`config.mk`:
```
export PLATFORM = sky130hd
export DESIGN_NAME = tag_pool
export DESIGN_NICKNAME = d
export VERILOG_FILES = /design/src/rtl/tag_pool_pkg.sv /design/src/rtl/tag_pool_find.sv /design/src/rtl/tag_pool.sv
export SDC_FILE = /design/constraint.sdc
export NUM_CORES = 1
export LEC_CHECK = 0
export CAP_MARGIN = 0
export CORE_ASPECT_RATIO = 1.1
export CORE_MARGIN = 1.5
export CORE_UTILIZATION = 55
export DETAILED_ROUTE_END_ITERATION = 8
export DONT_BUFFER_PORTS = 1
export MAX_ROUTING_LAYER = met4
export PLACE_DENSITY_LB_ADDON = 0.1
export SYNTH_ARGS = -nofsm -noshare
export SYNTH_HDL_FRONTEND = slang
export SYNTH_SLANG_ARGS = --single-unit
```
`constraint.sdc`:
```
create_clock -name clk -period 14 [get_ports clk]
set_clock_uncertainty 0.2 [all_clocks]
set_input_delay 1.4 -clock clk [delete_from_list [all_inputs] [get_ports clk]]
set_output_delay 1.4 -clock clk [all_outputs]
set_load 0.02 [all_outputs]
```
`src/rtl/tag_pool_pkg.sv`:
```
// Shared types and parameter checks for the tag allocator.
package tag_pool_pkg;
    localparam int TAG_POOL_W = 32;

    typedef logic [$clog2(TAG_POOL_W)-1:0] tag_t;
    typedef logic [$clog2(TAG_POOL_W):0]   count_t;

    function automatic bit w_legal(input int w);
        return (w >= 2) && ((w & (w - 1)) == 0);
    endfunction
endpackage

```
`src/rtl/tag_pool_find.sv`:
```
// Combinational circular zero-finder: first zero of x_i in order pos-1, pos-2, ..., pos.
module tag_pool_find #(
    parameter int W     = 32,
    parameter bit INFER = 1'b0,
    localparam int TW   = $clog2(W)
) (
    input  logic [W-1:0]  x_i,
    input  logic [TW-1:0] pos_i,
    output logic [TW-1:0] y_enc_o,
    output logic          any_o
);
    generate
        if (INFER) begin : g_rot
            // After rotating right by pos, bit i holds tag pos+i; the highest zero is the nearest below pos.
            logic [W-1:0] rot;
            assign rot = W'({x_i, x_i} >> pos_i);
            always_comb begin
                y_enc_o = '0;
                any_o   = 1'b0;
                for (int i = 0; i < W; i++) begin
                    if (!rot[i]) begin
                        y_enc_o = pos_i + TW'(i);
                        any_o   = 1'b1;
                    end
                end
            end
        end else begin : g_scan
            always_comb begin
                logic [TW-1:0] idx;
                y_enc_o = '0;
                any_o   = 1'b0;
                idx     = '0;
                for (int k = 1; k <= W; k++) begin
                    idx = pos_i - TW'(k);
                    if (!any_o && !x_i[idx]) begin
                        y_enc_o = idx;
                        any_o   = 1'b1;
                    end
                end
            end
        end
    endgenerate
endmodule

```
`src/rtl/tag_pool.sv`:
```
// Circular tag allocator: owns the busy vector, stages one tag on a valid/ready port, accepts frees.
module tag_pool
    import tag_pool_pkg::*;
#(
    parameter int W     = TAG_POOL_W,
    parameter bit INFER = 1'b0,
    localparam int TW   = $clog2(W),
    localparam int CW   = $clog2(W) + 1
) (
    input  logic          clk,
    input  logic          rst,
    output logic          alloc_vld_o,
    output logic [TW-1:0] alloc_tag_o,
    input  logic          alloc_rdy_i,
    input  logic          free_vld_i,
    input  logic [TW-1:0] free_tag_i,
    output logic [W-1:0]  busy_o,
    output logic [CW-1:0] count_o,
    output logic          full_o,
    output logic          err_o
);
    generate
        if (!w_legal(W)) begin : g_bad_w
            $error("tag_pool: W must be a power of two and >= 2");
        end
    endgenerate

    logic [W-1:0]  busy_q;
    logic [TW-1:0] ptr_q;
    logic          out_vld_q;
    logic [TW-1:0] out_tag_q;
    logic [CW-1:0] count_q;
    logic          err_q;

    logic [TW-1:0] cand;
    logic          any;

    tag_pool_find #(.W(W), .INFER(INFER)) u_find (
        .x_i     (busy_q),
        .pos_i   (ptr_q),
        .y_enc_o (cand),
        .any_o   (any)
    );

    logic load, accept, staged_hit, legal_free;

    assign load       = (~out_vld_q | alloc_rdy_i) & any;
    assign accept     = out_vld_q & alloc_rdy_i;
    // A staged tag is not yet owned by anyone downstream, so it cannot be returned.
    assign staged_hit = out_vld_q & (out_tag_q == free_tag_i);
    assign legal_free = free_vld_i & busy_q[free_tag_i] & ~staged_hit;

    always_ff @(posedge clk) begin
        if (rst) begin
            busy_q    <= '0;
            ptr_q     <= '0;
            out_vld_q <= 1'b0;
            out_tag_q <= '0;
            count_q   <= '0;
            err_q     <= 1'b0;
        end else begin
            // The freed bit was busy and the candidate was free, so these never collide.
            if (legal_free) busy_q[free_tag_i] <= 1'b0;
            if (load) begin
                busy_q[cand] <= 1'b1;
                ptr_q        <= cand;
                out_tag_q    <= cand;
                out_vld_q    <= 1'b1;
            end else if (accept) begin
                out_vld_q    <= 1'b0;
            end
            count_q <= count_q + CW'(load) - CW'(legal_free);
            if (free_vld_i && !legal_free) err_q <= 1'b1;
        end
    end

    assign alloc_vld_o = out_vld_q;
    assign alloc_tag_o = out_tag_q;
    assign busy_o      = busy_q;
    assign count_o     = count_q;
    assign full_o      = (count_q == CW'(W));
    assign err_o       = err_q;
endmodule

```
Yosys cells after proc, flatten, opt, wreduce, memory -nomap -nowiden
Index checks and enable logic that the tools add are counted.
{ "totals": {"ff_bits": 45, "inputBits": 9} }
{ "op_classes": {"addsub": 33, "n_lt_le_gt_ge": 36, "eq_ne": 2, "n_mux": 139, "bitwise_logic": 11, "reduce_logical": 97} }
{ "op_table": {"columns": ["cell", "count"], "rows": [
  ["5-bit by 6-bit less-than comparator with 1-bit output, second input constant", 34],
  ["1-bit binary-select mux with 5-bit select", 33],
  ["5-bit 2-to-1 mux", 32],
  ["32-bit 2-to-1 mux", 3],
  ["5-bit subtractor, second input constant", 16],
  ["1-bit 2-to-1 mux", 69],
  ["1-bit logical NOT", 62],
  ["5-bit by 4-bit subtractor with 5-bit output, second input constant", 8],
  ["1-bit logical AND", 34],
  ["32-bit AND", 1],
  ["32-bit NOT", 1],
  ["32-bit bitwise OR", 1],
  ["5-bit by 3-bit subtractor with 5-bit output, second input constant", 4],
  ["1-bit demux with 5-bit select", 2],
  ["5-bit by 1-bit greater-or-equal comparator with 1-bit output, second input constant", 2],
  ["5-bit by 2-bit subtractor with 5-bit output, second input constant", 2],
  ["6-bit by 1-bit adder with 6-bit output", 1],
  ["6-bit equality test, second input constant", 1],
  ["6-bit by 1-bit subtractor with 6-bit output", 1],
  ["1-bit AND", 5],
  ["5-bit equality test", 1],
  ["5-bit by 1-bit subtractor with 5-bit output, second input constant", 1],
  ["1-bit NOT", 2],
  ["2-bit nonzero test", 1],
  ["1-bit bitwise OR", 1]
]} }

Logic depth before layout (Yosys ltp)
Gate-level depths: netlist of run 1.
{ "logic_depth": {"ltp_word": 102, "depth_mapped": 27, "ltp_nobuf": 20} }

Cells and area by module
From an unflattened synthesis of run 1, not the netlist that was laid out.
{ "hier_totals": {"cells_unflattened": 1045, "hier_area_um2": 8888.5} }
{ "by_module_without_submodules": {"columns": ["module", "n_inst", "cells_each", "area_per_inst_um2"], "rows": [
  ["tag_pool_find", 1, 715, 6108.4],
  ["tag_pool", 1, 330, 2780.2]
]} }

Least setup slack after synthesis of run 1
Ideal clock, no wire load.
{ "synth_path": {"path_type": "register to register", "from": "reg out_tag_q[0], in the netlist alloc_tag_o[0]", "to": "reg count_q[5], in the netlist count_o[5]", "arrival_ns": 5.701, "t_required_ns": 13.672, "path_slack_ns": 7.971, "path_stages_with_launch": 28, "path_buffers": 8, "period_less_slack_ns": 6.029, "path_cell_list": "dfxtp_1 -> buf_4 -> buf_6 -> inv_2 -> buf_6 -> buf_2 -> ha_1 -> buf_1 -> mux4_2 -> mux2i_1 -> mux4_2 -> clkbuf_1 -> nor3b_2 -> nand4_2 -> or3_1 -> buf_2 -> o31a_1 -> buf_2 -> inv_2 -> ha_1 -> inv_1 -> ha_1 -> a21o_1 -> a21oi_1 -> o21bai_1 -> a21oi_1 -> xor2_1 -> nor2_1"} }
{ "synth_via": {"elab_chain_cells": 99} }
{ "synth_lines": {"columns": ["item", "line_no", "text"], "rows": [
  ["start, declared", "tag_pool.sv:31", "logic [TW-1:0] out_tag_q;"],
  ["start signal, assigned", "tag_pool.sv:67", "out_tag_q <= cand;"],
  ["5-bit by 2-bit subtractor with 5-bit output", null, null],
  ["1-bit binary-select mux with 5-bit select", null, null],
  ["1-bit 2-to-1 mux", null, null],
  ["1-bit logical NOT", null, null],
  ["1-bit logical AND", null, null],
  ["1-bit 2-to-1 mux", null, null],
  ["1-bit logical NOT", null, null],
  ["1-bit logical AND", null, null],
  ["(+83 left out)", null, null],
  ["1-bit logical AND", null, null],
  ["1-bit 2-to-1 mux", null, null],
  ["1-bit logical NOT", null, null],
  ["1-bit logical AND", null, null],
  ["1-bit 2-to-1 mux", null, null],
  ["1-bit AND", null, null],
  ["6-bit by 1-bit adder with 6-bit output", null, null],
  ["6-bit by 1-bit subtractor with 6-bit output (*)", "tag_pool.sv:72", "count_q <= count_q + CW'(load) - CW'(legal_free);"],
  ["end signal, assigned", "tag_pool.sv:72", null],
  ["end, declared", "tag_pool.sv:32", "logic [CW-1:0] count_q;"]
]} }
Every way passes the cells marked *; elsewhere a longest branch is shown, timed or not. The select of a mux whose other input is x is not followed.
A chain may end at the register's enable or synchronous reset.

Worst setup path in the final report of run 1
{ "layout_path": {"from": "reg out_tag_q[2], in the netlist alloc_tag_o[2]", "to": "reg count_q[5], in the netlist count_o[5]"} }
The elaborated chain is that of the path after synthesis.

==> results of run 1 <==
[through the flow]
step                util (%)  hold WS, ns  setup WS (ns)  area (µm²)
floorplan                  -        0.370           7.97        9210
global placement        56.2        0.391           6.47        9200
detailed placement      56.2        0.392           6.55        9200
CTS                     57.1        0.403           6.53        9340
global route            57.1        0.423           6.01        9340
finish                  57.1        0.399           6.41        9340
[state kept, by name, indices dropped and copies added, names as in the netlist]
| signal | count |
|---|---|
| alloc_tag_o | 5 |
| alloc_vld_o | 1 |
| busy_o | 32 |
| count_o | 6 |
| err_o | 1 |
[per-layer routing]
metal  vias to the layer above  global-route usage (%)  part of all wire (%)
li1                       4136                       -                     -
met3                       154                    5.79                    10
met2                       764                    67.2                    46
met5                         -                       -                     0
met4                         0                    24.5                   6.9
met1                      4707                    54.7                    37
[final timing paths]
kind,start,end,slack [ns],depth (start not counted)
setup reg to reg,alloc_tag_o[2],count_o[5],6.41,21
hold / removal,err_o,err_o,0.40,2
hold reg to reg,err_o,err_o,0.40,2
setup / recovery,alloc_tag_o[2],count_o[5],6.41,21
[logic make-up after synthesis]
logic type                 count (synthesis)
muxes                                    182
DFF                                       45
and+or+nand+nor                          392
xor gates and xnor gates                  35
buffers and inverters                    105
AOI/OAI and AO/OA                        290
adders and majority gates                 22
[final cells by class]
class	instances	area [µm²]
Multi-Input combinational cell	921	7750
Tap cell	204	255
Sequential cell	45	908
Clock buffer	7	133
Timing Repair Buffer	21	158
Fill cell	1533	7030
Inverter	35	131
Clock inverter	1	7.51
[critical path: cells and delay by family, from the launching register on]
family / cells / cell delay (ns)
simple gates: 5 / 1.91
compound gates: 6 / 1.72
fa+ha+maj: 3 / 1.45
buf+inv: 4 / 1.22
mux: 2 / 0.48
flops: 1 / 0.31
xor+xnor: 1 / 0.15
[layout by cell type, fill, tap and decap left out, types with 12 or more instances in the layout]
cell type and n:
inv_1 28, dfxtp_1 41, nor2_1 83, and3_1 13, a22oi_1 16, nor2b_1 14
nand3_1 60, ha_1 21, mux2_2 36, o31ai_1 28, o21ai_0 44, xnor2_1 17
nand2_1 105, a211oi_1 12, mux2i_1 56, mux4_2 85, a21oi_1 54, buf_4 21
nor3_1 28, or3_1 13
==> out/results.txt, run 1 <==
Total Wirelength: 37,400 µm
largest family of logic cells by synthesized area: multiplexers
max cap viols: 0
DRT antenna net count: 0
via-per-instance ratio: 7.91
Worst EP arrival: 7.58 ns
clk buf depth: 2
CP Launch Type: flop
first-pass GRT wire length: 56,300 µm
Synth Area in Compound Gates: 23.0%
initial antenna violation count: 0
crit-path most repeated cell: ha_1
Slew Limit Fails: 0
sequential fraction of the synthesis area: 9.78%
Initial DRC Count: 1,455
failing checks: DRC
Port Buffers: 0
post_cts resized: 0
post-synth top area share: 20.8%
area grow syn2layout: 1.47%
Final period util: 54.2%
worst setup path class: flop to flop
max_slew headroom: 28.7%
Final #Nets: 1,060
vias in the first global route: 8,988
CTS Hold Bufs: 0
core area: 0.0164 mm²
Hold WC Path Type: flop to flop
layout cells sized above 1: 20.0%
element type at the critical path end: flop
fmax: 132 MHz
synthesized flop and latch total: 45
final setup fails: 0
clock root cell: clkbuf_16
Post-synth top cells: nand2_1 (105), mux4_2 (85), nor2_1 (83)
die area: 0.0175 mm²
Placed Instances: 1,226
DRT Pass-1 Iters: 9
Synth Flop Type: dfxtp_1
slowest CP cell: ha_1
GPL Wtd Cong: 1.06
GRT overflow: 0
cells along the critical path: buf_4 -> inv_1 -> ha_1 -> mux4_2 -> mux2i_1 -> and3_1 -> a211oi_1 -> nand3_1 -> or3_1 -> or3_1 -> o31a_1 -> inv_2 -> ha_1 -> inv_1 -> ha_1 -> a21o_1 -> a21oi_1 -> o21bai_1 -> a21oi_1 -> xor2_1 -> nor2_1
Crit Path Max Fanout: 38
vias: 9,761
RSZ-0062 raised after global routing: no
CTS tree: built
Synth area leaders: mux4_2 (21%), dfxtp_1 (9.8%), mux2i_1 (6.1%)
Post-synth EDFFs: 0
Worst path max stage delay: 1.05 ns
yosys warns: 0
Post-CTS Setup Inserts: 0
TritonCTS Buffers: 5
I/O Pins: 55
Worst-path clk slew: 0.06 ns
Yosys top cell by area: mux4_2
worst-skew pair later-pin latency: 0.29 ns
Mean Syn Cell Area: 8.60 µm²
status: complete, but fails checks
non-filler instance count after layout: 1,234
Cell Area, Synth: 0.00921 mm²
Synth Area in Simple Gates: 21.6%
most common cell in the netlist: nand2_1
post-synthesis mux area share: 32.0%
width of the die: 126 µm
Synth Net Count: 1,102
XOR/XNOR share of the synthesized area: 4.35%
Gate Count Post-Synth: 1,071
fin crit period: 7.59 ns
Req. time, crit path: 13.99 ns
Netlist cell types: 101
largest net degree at the start of global routing: 68
DP HPWL: 27,800 µm
global-route usage over all layers: 43.4%
TNS Setup: 0 ns
Rows: 49
asr flop ratio synth: 0%
Worst-Margin Slew: 1.06 ns
DRC viols: 12
Fin. Hold Viols: 0
H-tree levels: 2
Starting Density: 56.2%
n_diodes: 0
drt wl/cell: 30.3 µm
die boundary height: 139 µm
Adder-Cell Fraction of Synth Area: 3.07%
CTS Sinks: 45
Power of run 1 is left out: the tool's default activity adds up to more than one toggle a clock period on the data nets, which glitch-free logic cannot reach.
==> run 2: changes to the inputs <==
==> constraint.sdc (replaced) <==
create_clock -name clk -period 6.2 [get_ports clk]
set_clock_uncertainty 0.2 [all_clocks]
set_input_delay 0.62 -clock clk [delete_from_list [all_inputs] [get_ports clk]]
set_output_delay 0.62 -clock clk [all_outputs]
set_load 0.02 [all_outputs]
==> run 2 against run 1 <==
Compared with the run above: the flow still finishes with violations (DRC); final cell count is 4.5% higher; cell area grew 6.0%; critical endpoint is now busy_o[28]; global-route usage grew 2.6 points; non-clock buffer count is 55 higher; critical path depth shrank 5; register-to-register slack worse by 6.2 ns; die area stayed put; first-iteration DRC count grew 16%; largest cell class unchanged; via count is 3.5% higher.
==> out/results.txt, run 2 (synthesized netlist as in run 1, its figures left out) <==
fill count: 1,468 (-4.2%)
area grow syn2layout: 7.60%
most frequent cells in the layout: nand2_1 (105), mux4_2 (85), nor2_1 (83)
fin crit period: 6.03 ns (-1.56 ns)
DRT antenna net count: 0 (unchanged)
DRC viols: 1 (-11)
clk buf depth: 2 (unchanged)
hold slack final: 0.171 ns (-0.227 ns)
vias in the first global route: 9,340 (+3.9%)
RSZ-0062 raised after global routing: no
Hold WC Path Type: input pin to flop
area of the multi-input gates: 0.00780 mm² (+0.69%)
n_diodes: 0 (unchanged)
die boundary height: 139 µm (unchanged)
Port Buffers: 0 (unchanged)
Worst Setup EP: busy_o[28]
CP Launch Type: flop
family with the most delay on the worst path: compound AO/OA/AOI/OAI gates
DP HPWL: 30,500 µm (+9.8%)
CP Launch Point: alloc_tag_o[1]
element type at the critical path end: flop
Worst path max stage delay: 0.75 ns (-0.30 ns)
Total Wirelength: 39,800 µm (+6.5%)
drt wl/cell: 30.9 µm (+2.0%)
max_slew headroom: 26.9% (-1.8 points)
Starting Density: 56.2% (unchanged)
Req. time, crit path: 6.20 ns (-7.79 ns)
GRT overflow: 0 (unchanged)
core area: 0.0164 mm² (unchanged)
worst setup path class: flop to flop
Worst-Margin Slew: 1.10 ns (+0.0350 ns)
R2R Path Start: alloc_tag_o[1]
H-tree levels: 2 (unchanged)
Fin. Hold Viols: 0 (unchanged)
Final #Nets: 1,115 (+5.2%)
CTS Sinks: 45 (unchanged)
status: complete, but fails checks
Levels on crit path: 16 (-24%)
CTS tree: built
Crit Path Max Fanout: 16 (-58%)
via-per-instance ratio: 7.84 (-0.89%)
Worst-path clk slew: 0.07 ns (about the same)
fin util: 60.5% (+3.4 points)
FF-to-FF End: busy_o[28]
GPL Wtd Cong: 1.10 (+4.2%)
fmax: 166 MHz (+26%)
TNS Setup: 0 ns (unchanged)
reg2reg setup slack: 0.17 ns (-6.24 ns)
failing checks: DRC
width of the die: 126 µm (unchanged)
die area: 0.0175 mm² (unchanged)
cells along the critical path: clkinvlp_4 -> ha_1 -> buf_4 -> mux4_2 -> mux2i_1 -> o22ai_1 -> o31ai_1 -> buf_4 -> nand3b_1 -> o21ai_0 -> a211oi_1 -> a22oi_1 -> o211a_1 -> a211oi_1 -> o2111ai_1 -> o31ai_1
Largest register FFs: 32 (unchanged)
worst hold path stage count: 1 (-1)
clock root cell: clkbuf_16
Reg area: 908 µm² (unchanged)
global-route usage over all layers: 46.0% (+2.6 points)
dpl ws: 0.114 ns (-6.44 ns)
Worst EP arrival: 6.03 ns (-1.55 ns)
r2r worst-path depth: 16 (-24%)
first-pass GRT wire length: 59,200 µm (+5.2%)
Rows: 49 (unchanged)
max cap viols: 0 (unchanged)
vias: 10.1k (+3.5%)
slowest CP cell: o31ai_1
I/O Pins: 55 (unchanged)
TritonCTS Buffers: 5 (unchanged)
worst-skew pair later-pin latency: 0.30 ns (about the same)
Slew Limit Fails: 0 (unchanged)
hold path start: rst
WP buf/inv: 3 (-1)
most common cell after layout, fill and taps aside: nand2_1
final worst setup slack: 0.173 ns (-6.24 ns)
layout cells sized above 1: 25.1% (+5.1 points)
initial antenna violation count: 0 (unchanged)
Final period util: 97.2% (+43 points)
Initial DRC Count: 1,695 (+16%)
DRT Pass-1 Iters: 9 (unchanged)
largest net degree at the start of global routing: 69 (+1.5%)
final setup fails: 0 (unchanged)
[run 2: cell count changes in the layout (fill, tap and decap cells not counted), moves of 2 or more]
cell / change
xnor2_1: -2
ha_1: -4
buf_4: +51
ha_2: +3
buf_12: +2
xnor2_2: +2
clkbuf_1: -2
[run 2: cell type report]
| class | instances | area share [%] |
|---|---|---|
| multi-input combinational | 921 | 78.8 |
| clock buffer | 5 | 1.26 |
| tap | 204 | 2.58 |
| clock inverter | 3 | 0.467 |
| inverter | 35 | 1.36 |
| sequential | 45 | 9.17 |
| timing repair buffer | 76 | 6.39 |
[run 2: worst min-delay path by stage]
stage and endpoint:
5_1_grt alloc_tag_o[3], 6_report alloc_tag_o[2], 2_1_floorplan err_o, 3_3_place_gp alloc_tag_o[2]
4_1_cts alloc_tag_o[2], 3_5_place_dp alloc_tag_o[2]
[run 2: stage by stage]
step,cell area [µm²],cells
2_1_floorplan,9210,1071
3_3_place_gp,9590,1274
3_5_place_dp,9590,1274
4_1_cts,9760,1282
5_1_grt,9910,1289
6_report,9910,1289
[run 2: repair_timing]
item / in CTS / in global routing
setup endpoints to repair: 0 / 28
hold buffers: 0 / 0
resized for setup: 0 / 14
setup buffers: 0 / 6
[run 2: routing by layer]
layer	up-vias	part of all wire [%]	global-route usage, %
met4	0	8.5	30.4
met1	4819	35	55.7
met3	202	11	7.06
li1	4253	-	-
met5	-	0	-
met2	831	45	71.1
Power of run 2 is left out for the same reason.
